**src/rtl/btb_update_ctrl.sv**
```systemverilog
// btb_update_ctrl
// Arbitrates BTB updates from two producers (taken branches resolved in EX,
// JALs resolved in ID) and queues them in a small FIFO. The FIFO drains into
// the single BTB write port whenever that port is free.
//
// Ports
//   clk, rst                   clock, asynchronous active-low reset
//   ex_valid/ex_ready/ex_pc/ex_target   EX update request (valid/ready)
//   id_valid/id_ready/id_pc/id_target   ID update request (valid/ready)
//   wr_hold                    BTB write port busy; stalls draining
//   flush                      discard all buffered updates
//   btb_wr_valid/_pc/_target   registered BTB write request, one-cycle pulse
//   fifo_count                 number of buffered entries
//   drop_cnt                   number of suppressed duplicate updates
//
// Build option
//   BTB_UPD_DEDUP_EN  when defined, a request identical to the most recently
//                     pushed entry is accepted but not queued, and counted in
//                     drop_cnt (saturating). When undefined, drop_cnt is 0.
module btb_update_ctrl #(
  parameter int unsigned FIFO_DEPTH = 4,
  parameter int unsigned CNT_WIDTH  = 16
) (
  input  logic                             clk,
  input  logic                             rst,
  input  logic                             ex_valid,
  output logic                             ex_ready,
  input  logic [31:0]                      ex_pc,
  input  logic [31:0]                      ex_target,
  input  logic                             id_valid,
  output logic                             id_ready,
  input  logic [31:0]                      id_pc,
  input  logic [31:0]                      id_target,
  input  logic                             wr_hold,
  input  logic                             flush,
  output logic                             btb_wr_valid,
  output logic [31:0]                      btb_wr_pc,
  output logic [31:0]                      btb_wr_target,
  output logic [$clog2(FIFO_DEPTH+1)-1:0]  fifo_count,
  output logic [CNT_WIDTH-1:0]             drop_cnt
);

  localparam int unsigned PtrW = $clog2(FIFO_DEPTH);
  localparam int unsigned CntW = $clog2(FIFO_DEPTH + 1);
  localparam logic [CntW-1:0] FullCnt = CntW'(FIFO_DEPTH);

  typedef enum logic {ReqEx = 1'b0, ReqId = 1'b1} req_e;

  req_e            rr_q;
  logic [PtrW-1:0] wr_ptr_q, rd_ptr_q;
  logic [CntW-1:0] count_q;
  logic [63:0]     mem_q [FIFO_DEPTH];
  logic            wr_valid_q;
  logic [31:0]     wr_pc_q, wr_target_q;

  logic        grant_ex, grant_id, has_room, accept, push, pop, dup;
  logic [63:0] req_entry;

  // Round-robin only matters when both producers request together.
  assign grant_ex  = ex_valid & (~id_valid | (rr_q == ReqEx));
  assign grant_id  = id_valid & (~ex_valid | (rr_q == ReqId));
  // Readiness deliberately ignores a same-cycle pop to keep ready off the
  // wr_hold path.
  assign has_room  = (count_q < FullCnt) & ~flush;
  assign ex_ready  = grant_ex & has_room;
  assign id_ready  = grant_id & has_room;
  assign accept    = (ex_valid & ex_ready) | (id_valid & id_ready);
  assign req_entry = grant_ex ? {ex_pc, ex_target} : {id_pc, id_target};
  assign pop       = (count_q != '0) & ~wr_hold & ~flush;
  assign push      = accept & ~dup;

`ifdef BTB_UPD_DEDUP_EN
  logic                 last_valid_q;
  logic [63:0]          last_entry_q;
  logic [CNT_WIDTH-1:0] drop_q;

  assign dup      = last_valid_q & (last_entry_q == req_entry);
  assign drop_cnt = drop_q;

  always_ff @(posedge clk or negedge rst) begin
    if (!rst) begin
      last_valid_q <= 1'b0;
      last_entry_q <= '0;
      drop_q       <= '0;
    end else if (flush) begin
      last_valid_q <= 1'b0;
    end else begin
      if (push) begin
        last_valid_q <= 1'b1;
        last_entry_q <= req_entry;
      end
      if (accept && dup && (drop_q != '1)) begin
        drop_q <= drop_q + 1'b1;
      end
    end
  end
`else
  assign dup      = 1'b0;
  assign drop_cnt = '0;
`endif

  // Storage needs no reset: only entries between the pointers are ever read.
  always_ff @(posedge clk) begin
    if (push) begin
      mem_q[wr_ptr_q] <= req_entry;
    end
  end

  always_ff @(posedge clk or negedge rst) begin
    if (!rst) begin
      rr_q        <= ReqEx;
      wr_ptr_q    <= '0;
      rd_ptr_q    <= '0;
      count_q     <= '0;
      wr_valid_q  <= 1'b0;
      wr_pc_q     <= '0;
      wr_target_q <= '0;
    end else if (flush) begin
      wr_ptr_q   <= '0;
      rd_ptr_q   <= '0;
      count_q    <= '0;
      wr_valid_q <= 1'b0;
    end else begin
      if (accept) begin
        rr_q <= (rr_q == ReqEx) ? ReqId : ReqEx;
      end
      // Power-of-two depth: pointers wrap naturally.
      if (push) begin
        wr_ptr_q <= wr_ptr_q + 1'b1;
      end
      if (pop) begin
        rd_ptr_q    <= rd_ptr_q + 1'b1;
        wr_pc_q     <= mem_q[rd_ptr_q][63:32];
        wr_target_q <= mem_q[rd_ptr_q][31:0];
      end
      wr_valid_q <= pop;
      case ({push, pop})
        2'b10:   count_q <= count_q + 1'b1;
        2'b01:   count_q <= count_q - 1'b1;
        default: count_q <= count_q;
      endcase
    end
  end

  assign btb_wr_valid  = wr_valid_q;
  assign btb_wr_pc     = wr_pc_q;
  assign btb_wr_target = wr_target_q;
  assign fifo_count    = count_q;

endmodule

```
**config.mk**
```make
export PLATFORM = sky130hd
export DESIGN_NAME = btb_update_ctrl
export DESIGN_NICKNAME = d
export VERILOG_FILES = /design/src/rtl/btb_update_ctrl.sv
export SDC_FILE = /design/constraint.sdc
export NUM_CORES = 1
export LEC_CHECK = 0
export CELL_PAD_IN_SITES_DETAIL_PLACEMENT = 0
export CELL_PAD_IN_SITES_GLOBAL_PLACEMENT = 1
export CORE_UTILIZATION = 42
export DETAILED_ROUTE_END_ITERATION = 8
export PLACE_DENSITY = 0.73
export RECOVER_POWER = 100
export SLEW_MARGIN = 0
export SYNTH_ARGS = -nofsm -noshare
export SYNTH_HDL_FRONTEND = slang
export SYNTH_SLANG_ARGS = --single-unit
```
**constraint.sdc**
```tcl
create_clock -name clk -period 5.3 [get_ports clk]
set_clock_uncertainty 0.05 [all_clocks]
set_input_delay 0.53 -clock clk [delete_from_list [all_inputs] [get_ports clk]]
set_output_delay 0.53 -clock clk [all_outputs]
set_load 0.02 [all_outputs]
```
* Word level (Yosys, flattened, before mapping)
Memories as Yosys holds them, arrays and structs flattened. A register that Yosys moved wholly into a read port is not among the register bits.
Cells that the tools add are included.
** Word-level totals
- Register bits :: 9
- Bits in writable memories :: 256
- Bits of input ports :: 134
- Output and inout port bits :: 86
- Word-level logic and storage cells :: 48
- Memories kept :: 1
** Operators by class
- Add/subtract/negate cells :: 4
- Magnitude comparators :: 1
- Equal/unequal tests :: 2
- Muxes and demuxes :: 11
- Bitwise logic cells :: 17
- Reduce and logical (&&, ||, !) cells :: 7
** Memory list
- mem_q :: depth 4, bits a word 64, read ports 1, clocked after memory_dff 1, write ports 1, line 52 : logic [63:0] mem_q [FIFO_DEPTH];
** Operator list (count)
- $mux 64 :: 1
- $and 1x1->1 :: 9
- $mux 2 :: 4
- $pmux 3 s2 :: 1
- $reduce_bool 3->1 :: 2
- $not 1->1 :: 5
- $add 2x1->2 const B :: 2
- $mux 1 :: 4
- $reduce_and 2->1 :: 2
- $reduce_bool 2->1 :: 2
- $add 3x1->3 const B :: 1
- $lt 3x3->1 const B :: 1
- $mux 3 :: 1
- $or 1x1->1 :: 3
- $sub 3x1->3 const B :: 1
- $eq 2x1->1 const B :: 1
- $eq 2x2->1 const B :: 1
- $logic_not 1->1 :: 1

* Depth between registers and ports, before layout
- Depth after elaboration :: 9
- Gate-level depth with buffers :: 8
- Mapped depth without buffers :: 7

* Worst setup path before layout
OpenSTA, ideal clock, no wires.
- Path type :: register -> register
- From :: register count_q[2], in the netlist fifo_count[2]
- To :: memory mem_q[0][0] (enable)
- Setup time :: 0.429 ns
- Data arrival time :: 2.666 ns
- Data required time :: 4.821 ns
- Slack :: 2.155 ns
- Cell stages (with the launch flop) :: 5
- Path buffers :: 2
- Period minus slack after synthesis :: 3.145 ns
- Cells stage by stage :: dfrtp_1 buf_2 nor3_1 buf_2 and2_1
** Between the ends
- Cells in the longest elaborated chain, start to end :: 7
** Ends and longest elaborated chain
- start, declared :: line 51 : logic [CntW-1:0] count_q;
- start signal, assigned :: line 138 : 2'b10: count_q <= count_q + 1'b1;
- start signal, assigned :: line 139 : 2'b01: count_q <= count_q - 1'b1;
- start signal, assigned :: line 140 : default: count_q <= count_q;
- $lt 3x3->1 * :: line 64 : assign has_room = (count_q < FullCnt) & ~flush;
- $and 1x1->1 * :: line 64
- $and 1x1->1 (on tied branches) :: line 65, 66
- $and 1x1->1 :: line 67 : assign accept = (ex_valid & ex_ready) | (id_valid & id_ready);
- $or 1x1->1 * :: line 67
- $mux 1 * :: line 104 : if (push) begin
- $mux 1 (not written as such) * :: line 105 : mem_q[wr_ptr_q] <= req_entry;
- end, declared :: line 52
Mark *: on every way between the ends. The rest lies on a longest branch, timed or not.

* Worst setup path in the final report
- From :: input port flush
- To :: register wr_pc_q[17], in the netlist btb_wr_pc[17] (read register of mem_q)
** Between the ends
- Cells in the longest elaborated chain, start to end :: 3
** Ends and longest elaborated chain
- start, declared :: line 35 : input logic flush,
- $not 1->1 (no source line) *
- $and 1x1->1 :: line 69 : assign pop = (count_q != '0) & ~wr_hold & ~flush;
- $reduce_and 2->1 (no source line) *
- end, declared :: line 54 : logic [31:0] wr_pc_q, wr_target_q;
Marks and branches as above.
A chain may end at the register's enable or synchronous reset.

==> flow_metrics.env <==
export IMPL_vias_per_cell=5.15
export IMPL_violated_checks="design-rule violations, max-capacitance violations, max-slew violations"
export IMPL_grt_start_max_net_pins=74
export IMPL_fill_cells=2443
export IMPL_clk_transition_reported_paths_ns=0.06
export IMPL_ys_warn_count=0
export IMPL_max_cap_viol_count=5
export IMPL_global_route_usage_over_all_layers_pct=16.6
export IMPL_overflow=0
export IMPL_die_w_microns=179
export IMPL_antenna_violations_before_repair=0
export IMPL_power_total_w=0.00743
export IMPL_ctsRootBufferMaster="clkbuf_16"
export IMPL_timing_worst_slew_pin_value_ns=2.10
export IMPL_synth_area_per_cell_sq_um=21.3
export IMPL_initial_utilization_pct=43.0
export IMPL_cts_buffer_depth=3
export IMPL_antenna_left=0
export IMPL_postSynthRegisterBits=329
export IMPL_synth_cells=620
export IMPL_start_kind="primary input"
export IMPL_arrival_ns=3.89
export IMPL_synth_ff_type="edfxtp_1"
export IMPL_post_synth_instance_area_sq_mm=0.0132
export IMPL_reg2regPathDepth=4
export IMPL_slew_hr_pct=-39.9
export IMPL_final_min_period_over_clock_period_pct=67.1
export IMPL_slew_viol_final=334
export IMPL_tritoncts_clock_tree="built"
export IMPL_finalSetupViolations=0
export IMPL_report_final_hold_viol_count=0
export IMPL_timing_critical_path_to_type="flip-flop"
export IMPL_num_antenna_cells=0
export IMPL_worst_setup_path_type="primary input to flip-flop"
export IMPL_postCtsResizedCells=0
export IMPL_finish_net_count=972
export IMPL_worst_hold_path_type="flip-flop to flip-flop"
export IMPL_clkLatencyLatePin_ns=0.50
export IMPL_die_height_microns=179
export IMPL_p_leak_nw=5.66
export IMPL_peak_vdd_ir_v=0.000227
export IMPL_syn_to_final_growth_pct=24.8
export IMPL_critical_path_max_fanout=21
export IMPL_finalWeightedCongestion=0.729
export IMPL_highest_attainable_clock_frequency_ghz=0.281
export IMPL_core_sq_mm=0.0307
export IMPL_vias=6464
export IMPL_ctsHoldBuffers=0
export IMPL_placement_io_buffers=203
export IMPL_crit_required_ns=5.63
export IMPL_post_route_drc_count=22
export IMPL_proportion_of_synthesized_flip_flops_having_asynchronous_set_or_reset_pct=22.2
export IMPL_post_route_cells_drive_above_1_share_pct=18.2
export IMPL_synth_cell_types=32
export IMPL_status="finished, violations left"
export IMPL_drt_pre_antenna_iters=9
export IMPL_yosysSeqAreaShare_pct=71.9
export IMPL_wl_mm=26.1
export IMPL_finalSetupTns_ns=0
export IMPL_std_cell_rows=64
export IMPL_holdPathStages=1
export IMPL_rsz_0062_raised_after_global_routing="false"
export IMPL_floorplan_io_pins=220
export IMPL_final_min_clock_period_ns=3.56
export IMPL_detailed_place_hpwl_mm=15.6
export IMPL_synth_enable_flop_cells=256
export IMPL_power_per_cell_area_mw_per_mm2=451
export IMPL_drt_initial_drc_count=376
export IMPL_drt_wirelength_per_cell_microns=20.8
export IMPL_cts_made_buffers=35
export IMPL_cts_num_sinks=329
export IMPL_global_route_wire_length_before_repair_mm=40.8
export IMPL_fp_dieArea_sq_mm=0.0322
export IMPL_htree_levels=2
export IMPL_number_of_global_route_vias_before_repair=7208
export IMPL_post_cts_setup_buffers=0
-- synthesized netlist by cell type, drive strengths merged (3+ instances only) --
cell type / instances / area, sq um
edfxtp: 256 / 7690
mux2: 128 / 1580
dfrtp: 73 / 1830
mux4: 64 / 1440
buf: 43 / 309
nor2: 9 / 33.8
clkbuf: 5 / 18.8
inv: 5 / 18.8
xnor2: 5 / 43.8
and2: 4 / 25.0
ha: 4 / 50.1
nor3: 4 / 36.3
o21ai: 3 / 15.0
-- sequential cells by signal (all words and copies together) (netlist names) --
| name | flops |
|---|---|
| btb_wr_pc | 32 |
| btb_wr_target | 32 |
| btb_wr_valid | 1 |
| fifo_count | 3 |
| mem_q | 256 |
| rd_ptr_q | 2 |
| rr_q | 1 |
| wr_ptr_q | 2 |
-- cell usage in the layout, fill, tap and decap left out, drive strengths merged, types with 3 or more instances in the layout --
cell,n
dlygate4sd3,72
clkbuf,48
conb,16
mux4,64
mux2,128
nor2,9
dfrtp,73
clkdlybuf4s50,130
xnor2,5
and2,4
edfxtp,256
ha,4
nor3,4
o21ai,3
inv,5
clkinv,16
-- final timing paths --
| path | slack (ns) | endpoint | from |
|---|---|---|---|
| max | 1.74 | btb_wr_pc[17] | flush |
| min | 0.43 | btb_wr_target[16] | btb_wr_target[16] |
| max reg2reg | 1.97 | btb_wr_pc[17] | fifo_count[2] |
| min reg2reg | 0.43 | btb_wr_target[16] | btb_wr_target[16] |
| max in group asynchronous | 3.09 | rd_ptr_q[1] | rst |
| min in group asynchronous | 0.59 | btb_wr_target[25] | rst |
-- layer usage --
layer  wire [microns]  vias to the layer above  global-route usage (%)  part of all wire [%]
met5                0                        -                       0                     0
met4              310                        0                    3.97                   1.2
met3             1540                       28                    4.19                   5.9
met2            12900                      214                    27.9                    49
met1            11400                     3349                    21.8                    43
li1                 -                     2873                       -                     -
-- layout make-up --
type | count | area, sq um | area share (%)
timing repair buffer | 209 | 2060 | 12.5
tap | 396 | 495 | 3.00
clock inverter | 20 | 151 | 0.918
sequential | 329 | 9520 | 57.7
inverter | 5 | 18.8 | 0.114
clock buffer | 43 | 958 | 5.81
multi-input combinational | 253 | 3300 | 20.0
-- critical path, cell delays in order --
cell           delay (ns)
dlygate4sd3_1        0.72
nor3_1               1.05
clkbuf_1             1.15
mux2_2               0.43
-- kinds of logic after synthesis --
logic type	count (synthesis)	synth area share [%]
compound gates	9	0.464
mux	193	23.0
other cells	1	0.0284
buf+inv	53	2.62
fa+ha+maj	5	0.530
flops	329	71.9
simple gates	24	1.06
xor+xnor	6	0.397
-- stage by stage --
step                std cells  utilization [%]  area, sq um  hold slack, ns  worst slack (ns)
floorplan                 635                -        13300           0.184              2.15
global placement         1192             50.6        15600           0.444              2.00
detailed placement       1192             50.6        15600           0.441              1.95
CTS                      1255             54.2        16700           0.211              1.97
global route             1255             53.7        16500           0.462              1.56
finish                   1255             53.7        16500           0.434              1.74
-- power breakdown --
group	internal (W)	total, W	switching [W]
clock network	0.00138	0.00233	0.000945
registers	0.00323	0.00346	0.000235
logic	0.000836	0.00164	0.000806
No activity file was read; power rests on OpenSTA's default activity.
